===== config.mk =====
export PLATFORM = sky130hd
export DESIGN_NAME = result_streamer
export DESIGN_NICKNAME = d
export VERILOG_FILES = /design/src/rtl/result_streamer.sv
export SDC_FILE = /design/constraint.sdc
export NUM_CORES = 1
export LEC_CHECK = 0
export BUFFER_PORTS_ARGS = -buffer_cell sky130_fd_sc_hd__buf_4
export CAP_MARGIN = 0
export CORE_MARGIN = 3
export CORE_UTILIZATION = 45
export DETAILED_ROUTE_END_ITERATION = 10
export GPL_ROUTABILITY_DRIVEN = 0
export GPL_TIMING_DRIVEN = 0
export PLACE_DENSITY = 0.69
export SLEW_MARGIN = 30
export SYNTH_ARGS = -nofsm -noshare
export SYNTH_HDL_FRONTEND = slang
export SYNTH_SLANG_ARGS = --single-unit
export TNS_END_PERCENT = 20

===== constraint.sdc =====
create_clock -name clock -period 8.2 [get_ports clock]
set_input_delay 0.41 -clock clock [delete_from_list [all_inputs] [get_ports clock]]
set_output_delay 0.41 -clock clock [all_outputs]
set_load 0.05 [all_outputs]

===== src/rtl/result_streamer.sv =====
// result_streamer: buffers completed 2x2 products {tag, result} in a small
// FIFO and serialises each one as four elements (C11, C12, C21, C22) on a
// valid/ready stream. Results arriving while the buffer is full are dropped
// and flagged by a sticky overflow bit.
module result_streamer #(
    parameter int unsigned DEPTH  = 4,
    parameter int unsigned ELEM_W = 8,
    parameter int unsigned TAG_W  = 8
) (
    input  logic                clock,
    input  logic                reset,
    input  logic [4*ELEM_W-1:0] result_in,
    input  logic [TAG_W-1:0]    tag_in,
    input  logic                result_valid,
    output logic [ELEM_W-1:0]   out_data,
    output logic [1:0]          out_index,
    output logic [TAG_W-1:0]    out_tag,
    output logic                out_valid,
    input  logic                out_ready,
    output logic                out_last,
    output logic                fifo_full,
    output logic                overflow,
    output logic [7:0]          results_sent
);

    localparam int unsigned PTR_W   = $clog2(DEPTH);
    localparam int unsigned CNT_W   = PTR_W + 1;
    localparam int unsigned RES_W   = 4 * ELEM_W;
    localparam int unsigned ENTRY_W = TAG_W + RES_W;
    localparam logic [CNT_W-1:0] L_DEPTH = CNT_W'(DEPTH);

    typedef enum logic {
        IDLE = 1'b0,
        SEND = 1'b1
    } state_t;

    // FIFO storage and bookkeeping
    logic [ENTRY_W-1:0] r_mem [DEPTH];
    logic [PTR_W-1:0]   r_wr_ptr;
    logic [PTR_W-1:0]   r_rd_ptr;
    logic [CNT_W-1:0]   r_count;
    logic               r_fifo_full;
    logic               r_overflow;

    // Output side
    state_t             r_state;
    logic [RES_W-1:0]   r_hold;
    logic [ELEM_W-1:0]  r_out_data;
    logic [1:0]         r_out_index;
    logic [TAG_W-1:0]   r_out_tag;
    logic               r_out_valid;
    logic               r_out_last;
    logic [7:0]         r_results_sent;

    logic [ENTRY_W-1:0] w_head;
    logic [TAG_W-1:0]   w_head_tag;
    logic [RES_W-1:0]   w_head_res;
    logic               w_accept;
    logic               w_last_acc;
    logic               w_pop;
    logic               w_push;
    logic               w_drop;
    logic [CNT_W-1:0]   w_count_nxt;
    logic [1:0]         w_next_idx;
    logic [ELEM_W-1:0]  w_next_elem;

    assign w_head     = r_mem[r_rd_ptr];
    assign w_head_tag = w_head[ENTRY_W-1 -: TAG_W];
    assign w_head_res = w_head[RES_W-1:0];

    // Handshake, pop/push decisions and next occupancy.
    // A pop frees a slot in the same edge, so a full FIFO still takes a write
    // when the holding register is reloaded in that cycle.
    always_comb begin
        w_accept    = r_out_valid && out_ready;
        w_last_acc  = (r_state == SEND) && w_accept && (r_out_index == 2'd3);
        w_pop       = (r_count != '0) && ((r_state == IDLE) || w_last_acc);
        w_push      = result_valid && ((r_count != L_DEPTH) || w_pop);
        w_drop      = result_valid && !w_push;
        w_count_nxt = r_count + CNT_W'(w_push) - CNT_W'(w_pop);
    end

    // Element that follows the one currently presented
    always_comb begin
        w_next_idx  = r_out_index + 2'd1;
        w_next_elem = '0;
        case (w_next_idx)
            2'd0:    w_next_elem = r_hold[4*ELEM_W-1 -: ELEM_W];
            2'd1:    w_next_elem = r_hold[3*ELEM_W-1 -: ELEM_W];
            2'd2:    w_next_elem = r_hold[2*ELEM_W-1 -: ELEM_W];
            default: w_next_elem = r_hold[ELEM_W-1:0];
        endcase
    end

    // FIFO data array write (no reset needed; occupancy guards reads)
    always_ff @(posedge clock) begin
        if (w_push) begin
            r_mem[r_wr_ptr] <= {tag_in, result_in};
        end
    end

    // FIFO pointers, occupancy, full flag and sticky overflow
    always_ff @(posedge clock or negedge reset) begin
        if (!reset) begin
            r_wr_ptr    <= '0;
            r_rd_ptr    <= '0;
            r_count     <= '0;
            r_fifo_full <= 1'b0;
            r_overflow  <= 1'b0;
        end else begin
            if (w_push) begin
                r_wr_ptr <= r_wr_ptr + PTR_W'(1);
            end
            if (w_pop) begin
                r_rd_ptr <= r_rd_ptr + PTR_W'(1);
            end
            r_count     <= w_count_nxt;
            r_fifo_full <= (w_count_nxt == L_DEPTH);
            if (w_drop) begin
                r_overflow <= 1'b1;
            end
        end
    end

    // Serialiser FSM: loads the FIFO head and walks its four elements
    always_ff @(posedge clock or negedge reset) begin
        if (!reset) begin
            r_state        <= IDLE;
            r_hold         <= '0;
            r_out_data     <= '0;
            r_out_index    <= '0;
            r_out_tag      <= '0;
            r_out_valid    <= 1'b0;
            r_out_last     <= 1'b0;
            r_results_sent <= '0;
        end else begin
            case (r_state)
                IDLE: begin
                    r_out_valid <= 1'b0;
                    r_out_last  <= 1'b0;
                    if (w_pop) begin
                        r_hold      <= w_head_res;
                        r_out_tag   <= w_head_tag;
                        r_out_data  <= w_head_res[RES_W-1 -: ELEM_W];
                        r_out_index <= 2'd0;
                        r_out_last  <= 1'b0;
                        r_out_valid <= 1'b1;
                        r_state     <= SEND;
                    end
                end
                SEND: begin
                    if (w_accept) begin
                        if (r_out_index == 2'd3) begin
                            r_results_sent <= r_results_sent + 8'd1;
                            if (w_pop) begin
                                r_hold      <= w_head_res;
                                r_out_tag   <= w_head_tag;
                                r_out_data  <= w_head_res[RES_W-1 -: ELEM_W];
                                r_out_index <= 2'd0;
                                r_out_last  <= 1'b0;
                                r_out_valid <= 1'b1;
                            end else begin
                                r_out_valid <= 1'b0;
                                r_out_last  <= 1'b0;
                                r_state     <= IDLE;
                            end
                        end else begin
                            r_out_index <= w_next_idx;
                            r_out_data  <= w_next_elem;
                            r_out_last  <= (w_next_idx == 2'd3);
                        end
                    end
                end
                default: r_state <= IDLE;
            endcase
        end
    end

    assign out_data     = r_out_data;
    assign out_index    = r_out_index;
    assign out_tag      = r_out_tag;
    assign out_valid    = r_out_valid;
    assign out_last     = r_out_last;
    assign fifo_full    = r_fifo_full;
    assign overflow     = r_overflow;
    assign results_sent = r_results_sent;

endmodule


==> results of run 1 <==
[sequential cells by signal (all words and copies together) (netlist names), 2 cells and up]
name          flops
out_data          8
out_index         2
out_tag           8
r_count           3
r_hold           31
r_mem           160
r_rd_ptr          2
r_wr_ptr          2
results_sent      8
[placed cells by master, fill, tap and decap left out, types with 8 or more instances in the layout]
| cell | netlist | final |
|---|---|---|
| a222oi_1 | 8 | 8 |
| buf_4 | 1 | 73 |
| buf_6 | 9 | 10 |
| clkbuf_1 | 6 | 11 |
| clkbuf_16 | 0 | 24 |
| dfrtp_1 | 69 | 69 |
| edfxtp_1 | 160 | 160 |
| ha_1 | 12 | 12 |
| inv_1 | 28 | 28 |
| mux2_2 | 46 | 46 |
| mux4_2 | 39 | 39 |
| nand2_1 | 11 | 11 |
| xnor2_1 | 8 | 8 |
[logic make-up after synthesis]
logic type / share of synthesized area (%)
AOI/OAI and AO/OA: 3.39
DFF: 72.3
xor gates and xnor gates: 1.16
adders and majority gates: 1.88
muxes: 16.0
and+or+nand+nor: 2.23
buffers and inverters: 2.98
[worst max-delay path: stages (launching register included)]
cell     delay (ns)
dfrtp_1        0.47
ha_1           0.27
nand3_2        0.12
buf_2          0.24
a31oi_4        0.29
inv_1          0.09
ha_1           0.32
inv_1          0.06
ha_1           0.13
inv_1          0.05
fa_1           0.38
xnor2_1        0.19
xnor2_1        0.16
nor3b_1        0.20
[worst max-delay path by stage]
stage	from	end	slack, ns	depth (start not counted)
after floorplan	out_index[1]	fifo_full	5.17	13
after detailed placement	out_index[1]	fifo_full	5.16	13
final	out_index[1]	fifo_full	5.14	13
after CTS	out_index[1]	fifo_full	5.15	13
after global placement	out_index[1]	r_mem[2][33]	4.60	5
after global routing	out_index[1]	fifo_full	4.92	13
[what timing repair did]
action / in CTS / in global routing
hold buffers: 0 / 1
gates resized for setup: 0 / 0
endpoints found under the hold margin: 0 / 69
[power breakdown]
part           total [mW]  internal (mW)  leakage (nW)  switching (mW)
sequential           1.74           1.58          2.29           0.158
combinational        1.39          0.620          1.38           0.773
clock                1.06          0.642         0.389           0.422
total                4.20           2.84          4.06            1.35
[metal layers]
metal / part of all wire [%] / global-route usage (%)
met2: 48 / 26.1
met5: 0 / 0
met4: 2.4 / 4.19
met3: 5.5 / 3.10
met1: 44 / 23.4
[metrics by stage]
step / utilization, % / power (mW)
after floorplan: - / 2.71
after global routing: 55.2 / 4.40
after detailed placement: 51.1 / 3.18
after CTS: 55.1 / 4.25
final: 55.2 / 4.20
after global placement: 50.6 / 3.10
[final cells by class]
cell class / instances / area (sq um) / share of cell area (%)
multi-input combinational: 180 / 2240 / 20.8
inverter: 28 / 105 / 0.973
clock inverter: 13 / 149 / 1.38
buffer: 23 / 164 / 1.52
sequential: 229 / 6530 / 60.4
clock buffer: 30 / 633 / 5.86
tap: 265 / 332 / 3.07
timing repair buffer: 78 / 649 / 6.01
==> flow_metrics.env, run 1 <==
export IMPL_placed_cells=802
export IMPL_die_w_microns=148
export IMPL_fill_cells=1512
export IMPL_critPathLaunchType="register"
export IMPL_syn_instance_count=460
export IMPL_gr_total_overflow=0
export IMPL_numPortBuffers=73
export IMPL_wl_per_cell_microns=20.6
export IMPL_synth_area_leader_cell="edfxtp_1"
export IMPL_grt_pass1_wl_mm=27.5
export IMPL_ys_top_cells_by_area="edfxtp_1 53%, dfrtp_1 19%, mux4_2 9.7%"
export IMPL_worst_setup_path_type="register to register"
export IMPL_synth_distinct_cells=43
export IMPL_async_flop_share_pct=30.1
export IMPL_floorplan_core_area_sq_um=19600
export IMPL_holdPathEnd="r_mem[3][34]"
export IMPL_place_hpwl_mm=11.6
export IMPL_antenna_found_initial=0
export IMPL_viasPerCell=5.39
export IMPL_drt_pass1_iterations=7
export IMPL_cts_root_buffer="clkbuf_16"
export IMPL_drc=0
export IMPL_cp_data_arrival_time_ns=3.48
export IMPL_synth_ff_type="edfxtp_1"
export IMPL_cts_buffers=24
export IMPL_synth_common_cells="160 x edfxtp_1, 69 x dfrtp_1, 46 x mux2_2"
export IMPL_grt_max_degree=70
export IMPL_yosysWarnings=0
export IMPL_worst_slack_ns=5.14
export IMPL_rows=51
export IMPL_worstMarginPinSlew_ns=0.666
export IMPL_cts_tree="done"
export IMPL_regToRegStartpoint="out_index[1]"
export IMPL_wirelength_mm=17.4
export IMPL_synth_seq_cells=229
export IMPL_slew_limit_headroom_pct=55.6
export IMPL_worst_setup_path_end_kind="register"
export IMPL_placed_area_sq_um=10000
export IMPL_die_y_microns=148
export IMPL_skew_ns=0.0106
export IMPL_dp_slack_ns=5.16
export IMPL_insertedDiodeCount=0
export IMPL_stdcell_area_sq_um=10800
export IMPL_fmax_mhz=327
export IMPL_stdcell_count=846
export IMPL_clk_pin_slew_ns=0.06
export IMPL_hold_viol_final=0
export IMPL_synth_edff_count=160
export IMPL_drt_iter0_drc=350
export IMPL_p_leak_nw=4.06
export IMPL_num_vias=4559
export IMPL_htree_levels=1
export IMPL_holdWs_ns=0.0974
export IMPL_clock_sinks=229
export IMPL_vdd_ir_drop_max_v=0.000195
export IMPL_r2r_cells=13
export IMPL_hold_depth=1
export IMPL_setup_violations=0
export IMPL_tns_ns=0
export IMPL_fin_nets=621
export IMPL_maxSlewViolCount=0
export IMPL_grt_pass1_vias=4847
export IMPL_cellPowerDensity_nw_per_um2=388
export IMPL_grt_total_usage_pct=16.3
export IMPL_period_share_pct=37.3
export IMPL_avgSynthCellArea_sq_um=19.6
export IMPL_rsz0062_at_grt="false"
export IMPL_required_ns=8.62
export IMPL_synth_top_area_share_pct=53.2
export IMPL_drive_gt1_share_pct=38.4
export IMPL_dieArea_sq_um=21800
export IMPL_synth_seq_area_share_pct=72.3
export IMPL_area_delta_synth_final_pct=19.6
export IMPL_synthesis_nets=517
export IMPL_syn_area_sq_um=9030
export IMPL_hold_class="primary input to register"
export IMPL_hp_start="tag_in[2]"
export IMPL_clock_path_buffers=3
export IMPL_antenna_left=0
export IMPL_rrSetupSlack_ns=5.14
export IMPL_status="complete, no violations"
export IMPL_period_minus_slack_ns=3.06
export IMPL_maxCapViolations=0
export IMPL_crit_path_max_fanout=10
export IMPL_r2r_end="fifo_full"
export IMPL_post_cts_buffers=0
export IMPL_synth_most_common_cell="edfxtp_1"
export IMPL_insertion_delay_ns=0.51
export IMPL_initial_utilization_pct=46.1
export IMPL_pin_count=74
No activity file was read; power rests on OpenSTA's default activity.
==> run 2, diff against run 1 <==
Clock period 8.2 ns to 2.9 ns, I/O delays scaled along.
==> run 2 against run 1 <==
Against the previous run:
- via count increased by 3.8%
- sequential power increased to 2.8 times the previous value
- core utilization increased by 2.5 points
- routed wire length increased by 1.1%
- critical endpoint unchanged
- flip-flop and latch count unchanged
- maximum frequency increased by 13%
- sequential share of layout area decreased by 2.6 points
- worst setup slack got worse by 5.0 ns
- global-route usage increased by 0.21 points
- critical path type unchanged
==> flow_metrics.env, run 2 (synthesis gave the netlist of run 1 again) <==
export IMPL_fill_cells=1488
export IMPL_viasPerCell=5.29
export IMPL_setup_violations=0
export IMPL_layout_commonest_cell="edfxtp_1"
export IMPL_rsz0062_at_grt="false"
export IMPL_vdd_ir_drop_max_v=0.000589
export IMPL_antenna_left=0
export IMPL_gr_total_overflow=0
export IMPL_status="complete, no violations"
export IMPL_cts_buffers=24
export IMPL_wirelength_mm=17.6
export IMPL_crit_path_max_fanout=10
export IMPL_cts_root_buffer="clkbuf_16"
export IMPL_cp_slowest_cell="dfrtp_2"
export IMPL_stdcell_count=894
export IMPL_die_w_microns=148
export IMPL_startpoint="out_index[1]"
export IMPL_required_ns=3.31
export IMPL_skew_ns=0.0166
export IMPL_clock_path_buffers=3
export IMPL_grt_pass1_wl_mm=28.2
export IMPL_insertion_delay_ns=0.51
export IMPL_total_power_mw=12.0
export IMPL_antenna_found_initial=0
export IMPL_maxCapViolations=0
export IMPL_drc=0
export IMPL_top_register="r_mem"
export IMPL_hold_class="primary input to async pin"
export IMPL_grt_pass1_vias=5112
export IMPL_drt_iter0_drc=398
export IMPL_cts_tree="done"
export IMPL_grt_total_usage_pct=16.5
export IMPL_placed_area_sq_um=10000
export IMPL_fin_nets=669
export IMPL_floorplan_core_area_sq_um=19600
export IMPL_place_hpwl_mm=11.6
export IMPL_p_leak_nw=4.26
export IMPL_num_vias=4730
export IMPL_hold_viol_final=0
export IMPL_wl_per_cell_microns=19.7
export IMPL_rows=51
export IMPL_htree_levels=1
export IMPL_rrSetupSlack_ns=0.18
export IMPL_slowest_delay_ns=0.41
export IMPL_r2r_end="fifo_full"
export IMPL_insertedDiodeCount=0
export IMPL_crit_chain="ha_2, nand3_2, buf_4, a31oi_4, inv_1, ha_1, inv_1, ha_1, inv_1, fa_1, xnor2_2, xnor2_2, nor3b_1"
export IMPL_cellPowerDensity_nw_per_um2=1070
export IMPL_critPathLaunchType="register"
export IMPL_worst_slack_ns=0.184
export IMPL_clk_pin_slew_ns=0.06
export IMPL_largest_reg_flops=160
export IMPL_numPortBuffers=73
export IMPL_cpMostUsedCell="inv_1"
export IMPL_fmax_mhz=368
export IMPL_area_delta_synth_final_pct=25.0
export IMPL_dp_slack_ns=-0.0686
export IMPL_period_share_pct=93.7
export IMPL_initial_utilization_pct=46.1
export IMPL_worst_setup_path_type="register to register"
export IMPL_dieArea_sq_um=21800
export IMPL_maxSlewViolCount=0
export IMPL_layout_common_cells="160 x edfxtp_1, 80 x buf_4, 67 x dfrtp_1"
export IMPL_worstMarginPinSlew_ns=0.699
export IMPL_grt_max_degree=70
export IMPL_clock_sinks=229
export IMPL_die_y_microns=148
export IMPL_reg_largest_list="r_mem (160), r_hold (31)"
export IMPL_worst_setup_path_end_kind="register"
export IMPL_slew_limit_headroom_pct=53.4
export IMPL_drive_gt1_share_pct=37.0
export IMPL_stdcell_area_sq_um=11300
export IMPL_placed_cells=802
export IMPL_drt_pass1_iterations=5
export IMPL_pin_count=74
export IMPL_r2r_cells=13
export IMPL_cp_data_arrival_time_ns=3.13
export IMPL_period_minus_slack_ns=2.72
export IMPL_regToRegStartpoint="out_index[1]"
## run 2: final cells by class
| class | count | area (sq um) | share of cell area (%) |
|---|---|---|---|
| Clock buffer | 31 | 637 | 5.64 |
| Clock inverter | 12 | 153 | 1.35 |
| Sequential cell | 229 | 6530 | 57.9 |
| Multi-Input combinational cell | 180 | 2260 | 20.0 |
| Buffer | 23 | 166 | 1.47 |
| Inverter | 28 | 105 | 0.931 |
| Timing Repair Buffer | 126 | 1110 | 9.81 |
| Tap cell | 265 | 332 | 2.94 |
## run 2: how the worst max path moves through the flow
stage,endpoint
after floorplan,fifo_full
final,fifo_full
after global routing,fifo_full
after detailed placement,fifo_full
after global placement,r_mem[2][33]
after CTS,fifo_full
## run 2: routing by layer
layer  routed length (microns)  vias up  global-route usage [%]
met2                      8840      129                    27.7
met1                      7510     2456                    22.8
met3                       854       30                    2.79
li1                          -     2115                       -
met5                         0        -                       0
met4                       413        0                    4.29
## run 2: where the power goes
group          leakage, nW  switching [mW]  internal (mW)
logic                 1.59            2.23           1.85
registers             2.29           0.452           4.47
clock network        0.384            1.20           1.83
## run 2: stage by stage
stage / hold slack [ns] / TNS (ns) / util, %
finish: 0.223 / 0 / 57.6
global route: 0.297 / 0 / 57.6
CTS: 0.341 / 0 / 57.4
detailed placement: 0.340 / -0.0686 / 51.1
global placement: 0.320 / -93.84 / 50.6
floorplan: -0.151 / 0 / -
## run 2: critical path: cells and delay by family (launching register included)
family | cells | cell delay, ns
fa+ha+maj | 4 | 1.04
xor+xnor | 2 | 0.33
compound gates | 1 | 0.15
flops | 1 | 0.41
simple gates | 2 | 0.31
buf+inv | 4 | 0.38
## run 2: repair_timing
action	CTS	global route
resized for setup	0	5
endpoints found under the hold margin	231	0
hold buffers	43	0
setup buffers	2	4
pin swaps	2	0
endpoints found under the setup margin	1	1
==> run 3, diff against run 2 <==
Settings changed: PLACE_DENSITY 0.69 to 0.71.
Clock period 2.9 ns to 2.3 ns, I/O delays scaled along.
==> run 3 against run 2 <==
Against the previous run:
- the flow now finishes with violations (negative setup slack)
- combinational power increased by 28%
- cell area rose by 0.64%
- routed wire length is 0.56% lower
- critical path type unchanged
==> flow_metrics.env, run 3 (synthesis gave the netlist of run 1 again) <==
export IMPL_seq_area_sq_um=6540
export IMPL_cts_root_buffer="clkbuf_16"
export IMPL_clock_path_buffers=3
export IMPL_pwr_share_seq_pct=41.0
export IMPL_grt_pass1_wl_mm=28.2
export IMPL_initial_utilization_pct=46.1
export IMPL_floorplan_core_area_sq_um=19600
export IMPL_dieArea_sq_um=21800
export IMPL_p_int_mw=10.2
export IMPL_rows=51
export IMPL_pin_count=74
export IMPL_rrSetupSlack_ns=-0.08
export IMPL_r2r_cells=12
export IMPL_cts_tree="done"
export IMPL_worst_setup_path_end_kind="register"
export IMPL_grt_pass1_vias=5064
export IMPL_startpoint="out_index[1]"
export IMPL_numPortBuffers=73
export IMPL_top_layer="met4"
export IMPL_p_leak_nw=4.27
export IMPL_skew_ns=0.0158
export IMPL_regToRegStartpoint="out_index[1]"
export IMPL_vdd_ir_drop_max_v=0.000602
export IMPL_switching_share_pct=32.8
export IMPL_insertion_delay_ns=0.52
export IMPL_hold_viol_final=0
export IMPL_antenna_found_initial=0
export IMPL_wirelength_mm=17.5
export IMPL_period_minus_slack_ns=2.38
export IMPL_num_vias=4713
export IMPL_drc=0
export IMPL_cp_data_arrival_time_ns=2.81
export IMPL_cellPowerDensity_nw_per_um2=1340
export IMPL_rsz0062_at_grt="true"
export IMPL_status="finished with violations"
export IMPL_clk_pin_slew_ns=0.06
export IMPL_maxCapViolations=0
export IMPL_fin_nets=671
export IMPL_antenna_left=0
export IMPL_htree_levels=1
export IMPL_fill_cells=1514
export IMPL_fmax_mhz=421
export IMPL_worst_slack_ns=-0.0772
export IMPL_cts_buffers=24
export IMPL_largest_reg_flops=160
export IMPL_hold_class="primary input to async pin"
export IMPL_multi_input_area_sq_um=2320
export IMPL_top_register="r_mem"
export IMPL_dr_wl_met2_mm=8.54
export IMPL_period_share_pct=103
export IMPL_wl_met1_mm=7.50
export IMPL_layout_common_cells="160 x edfxtp_1, 82 x buf_4, 64 x dfrtp_1"
export IMPL_p_sw_mw=4.99
export IMPL_total_power_mw=15.2
export IMPL_worstMarginPinSlew_ns=0.670
export IMPL_wl_per_cell_microns=19.5
export IMPL_grt_max_degree=70
export IMPL_worst_setup_path_type="register to register"
export IMPL_grt_total_usage_pct=16.5
export IMPL_dr_wl_met3_mm=1.06
export IMPL_pwr_share_clk_pct=24.6
export IMPL_endpoint="fifo_full"
export IMPL_setup_violations=1
export IMPL_slew_limit_headroom_pct=55.3
export IMPL_maxSlewViolCount=0
export IMPL_p_comb_share_pct=34.4
export IMPL_viasPerCell=5.25
export IMPL_critPathLaunchType="register"
export IMPL_gr_total_overflow=0
export IMPL_required_ns=2.74
export IMPL_area_delta_synth_final_pct=25.8
export IMPL_clock_sinks=229
export IMPL_die_w_microns=148
export IMPL_reg_largest_list="r_mem (160), r_hold (31)"
export IMPL_drive_gt1_share_pct=38.6
export IMPL_violations="negative setup slack"
export IMPL_drt_iter0_drc=427
export IMPL_drt_pass1_iterations=7
export IMPL_layout_commonest_cell="edfxtp_1"
export IMPL_crit_path_max_fanout=2
export IMPL_die_y_microns=148
export IMPL_place_hpwl_mm=11.2
export IMPL_insertedDiodeCount=0
export IMPL_r2r_end="fifo_full"
export IMPL_dp_slack_ns=-0.462
## run 3: cell types whose count changed in the layout (fill, tap and decap cells not counted), moves of 3 or more
cell / before / now
inv_1: 28 / 25
dfrtp_2: 2 / 5
dfrtp_1: 67 / 64
ha_4: 0 / 3
## run 3: repair_timing
action	4_1_cts	5_1_grt
setup endpoints to repair	3	2
hold endpoints to repair	231	0
resized for setup	9	4
cloned	0	0
hold buffers	43	0
pin swaps	8	3
buffers inserted	7	2
## run 3: how the worst min path moves through the flow
stage / from / to / cells after the start
2_1_floorplan: reset / fifo_full / 0
3_3_place_gp: reset / r_wr_ptr[0] / 1
3_5_place_dp: reset / r_count[2] / 1
4_1_cts: reset / out_tag[5] / 2
5_1_grt: reset / out_tag[1] / 2
6_report: reset / r_count[2] / 2
## run 3: per-stage QoR
step / hold WS, ns / instances / setup TNS (ns) / instance area [sq um] / util, %
floorplan: -0.181 / 460 / -38.45 / 9090 / -
global placement: 0.292 / 798 / -125.40 / 9970 / 50.9
detailed placement: 0.309 / 801 / -0.908 / 10000 / 51.2
CTS: 0.301 / 895 / -0.0743 / 11300 / 57.9
global route: 0.240 / 897 / -0.230 / 11400 / 58.0
finish: 0.185 / 897 / -0.0772 / 11400 / 58.0
## run 3: cell type report
class	instances	share of cell area [%]
Sequential cell	229	57.5
Clock inverter	13	1.28
Multi-Input combinational cell	180	20.4
Inverter	28	0.947
Tap cell	265	2.92
Buffer	23	1.56
Timing Repair Buffer	128	9.76
Clock buffer	31	5.60
## run 3: power by group through the flow
stage / logic [mW] / registers (mW) / clock network (mW)
floorplan: 2.86 / 6.87 / 0
global placement: 4.80 / 6.27 / 0
detailed placement: 5.04 / 6.30 / 0
CTS: 5.26 / 6.23 / 3.83
global route: 5.61 / 6.34 / 4.02
finish: 5.23 / 6.24 / 3.75
## run 3: critical path: stages (launching register included)
cell     delay (ns)
dfrtp_2        0.39
ha_4           0.16
nand3_4        0.08
a21oi_4        0.24
buf_8          0.15
ha_4           0.20
inv_4          0.06
ha_4           0.12
inv_2          0.03
fa_2           0.35
xnor2_2        0.14
xnor2_1        0.18
nor3b_2        0.19
## run 3: metal layers
metal,global-route usage (%),up-vias
li1,-,2120
met1,23.4,2395
met2,26.8,164
met3,3.13,34
met4,4.15,0
met5,0,-
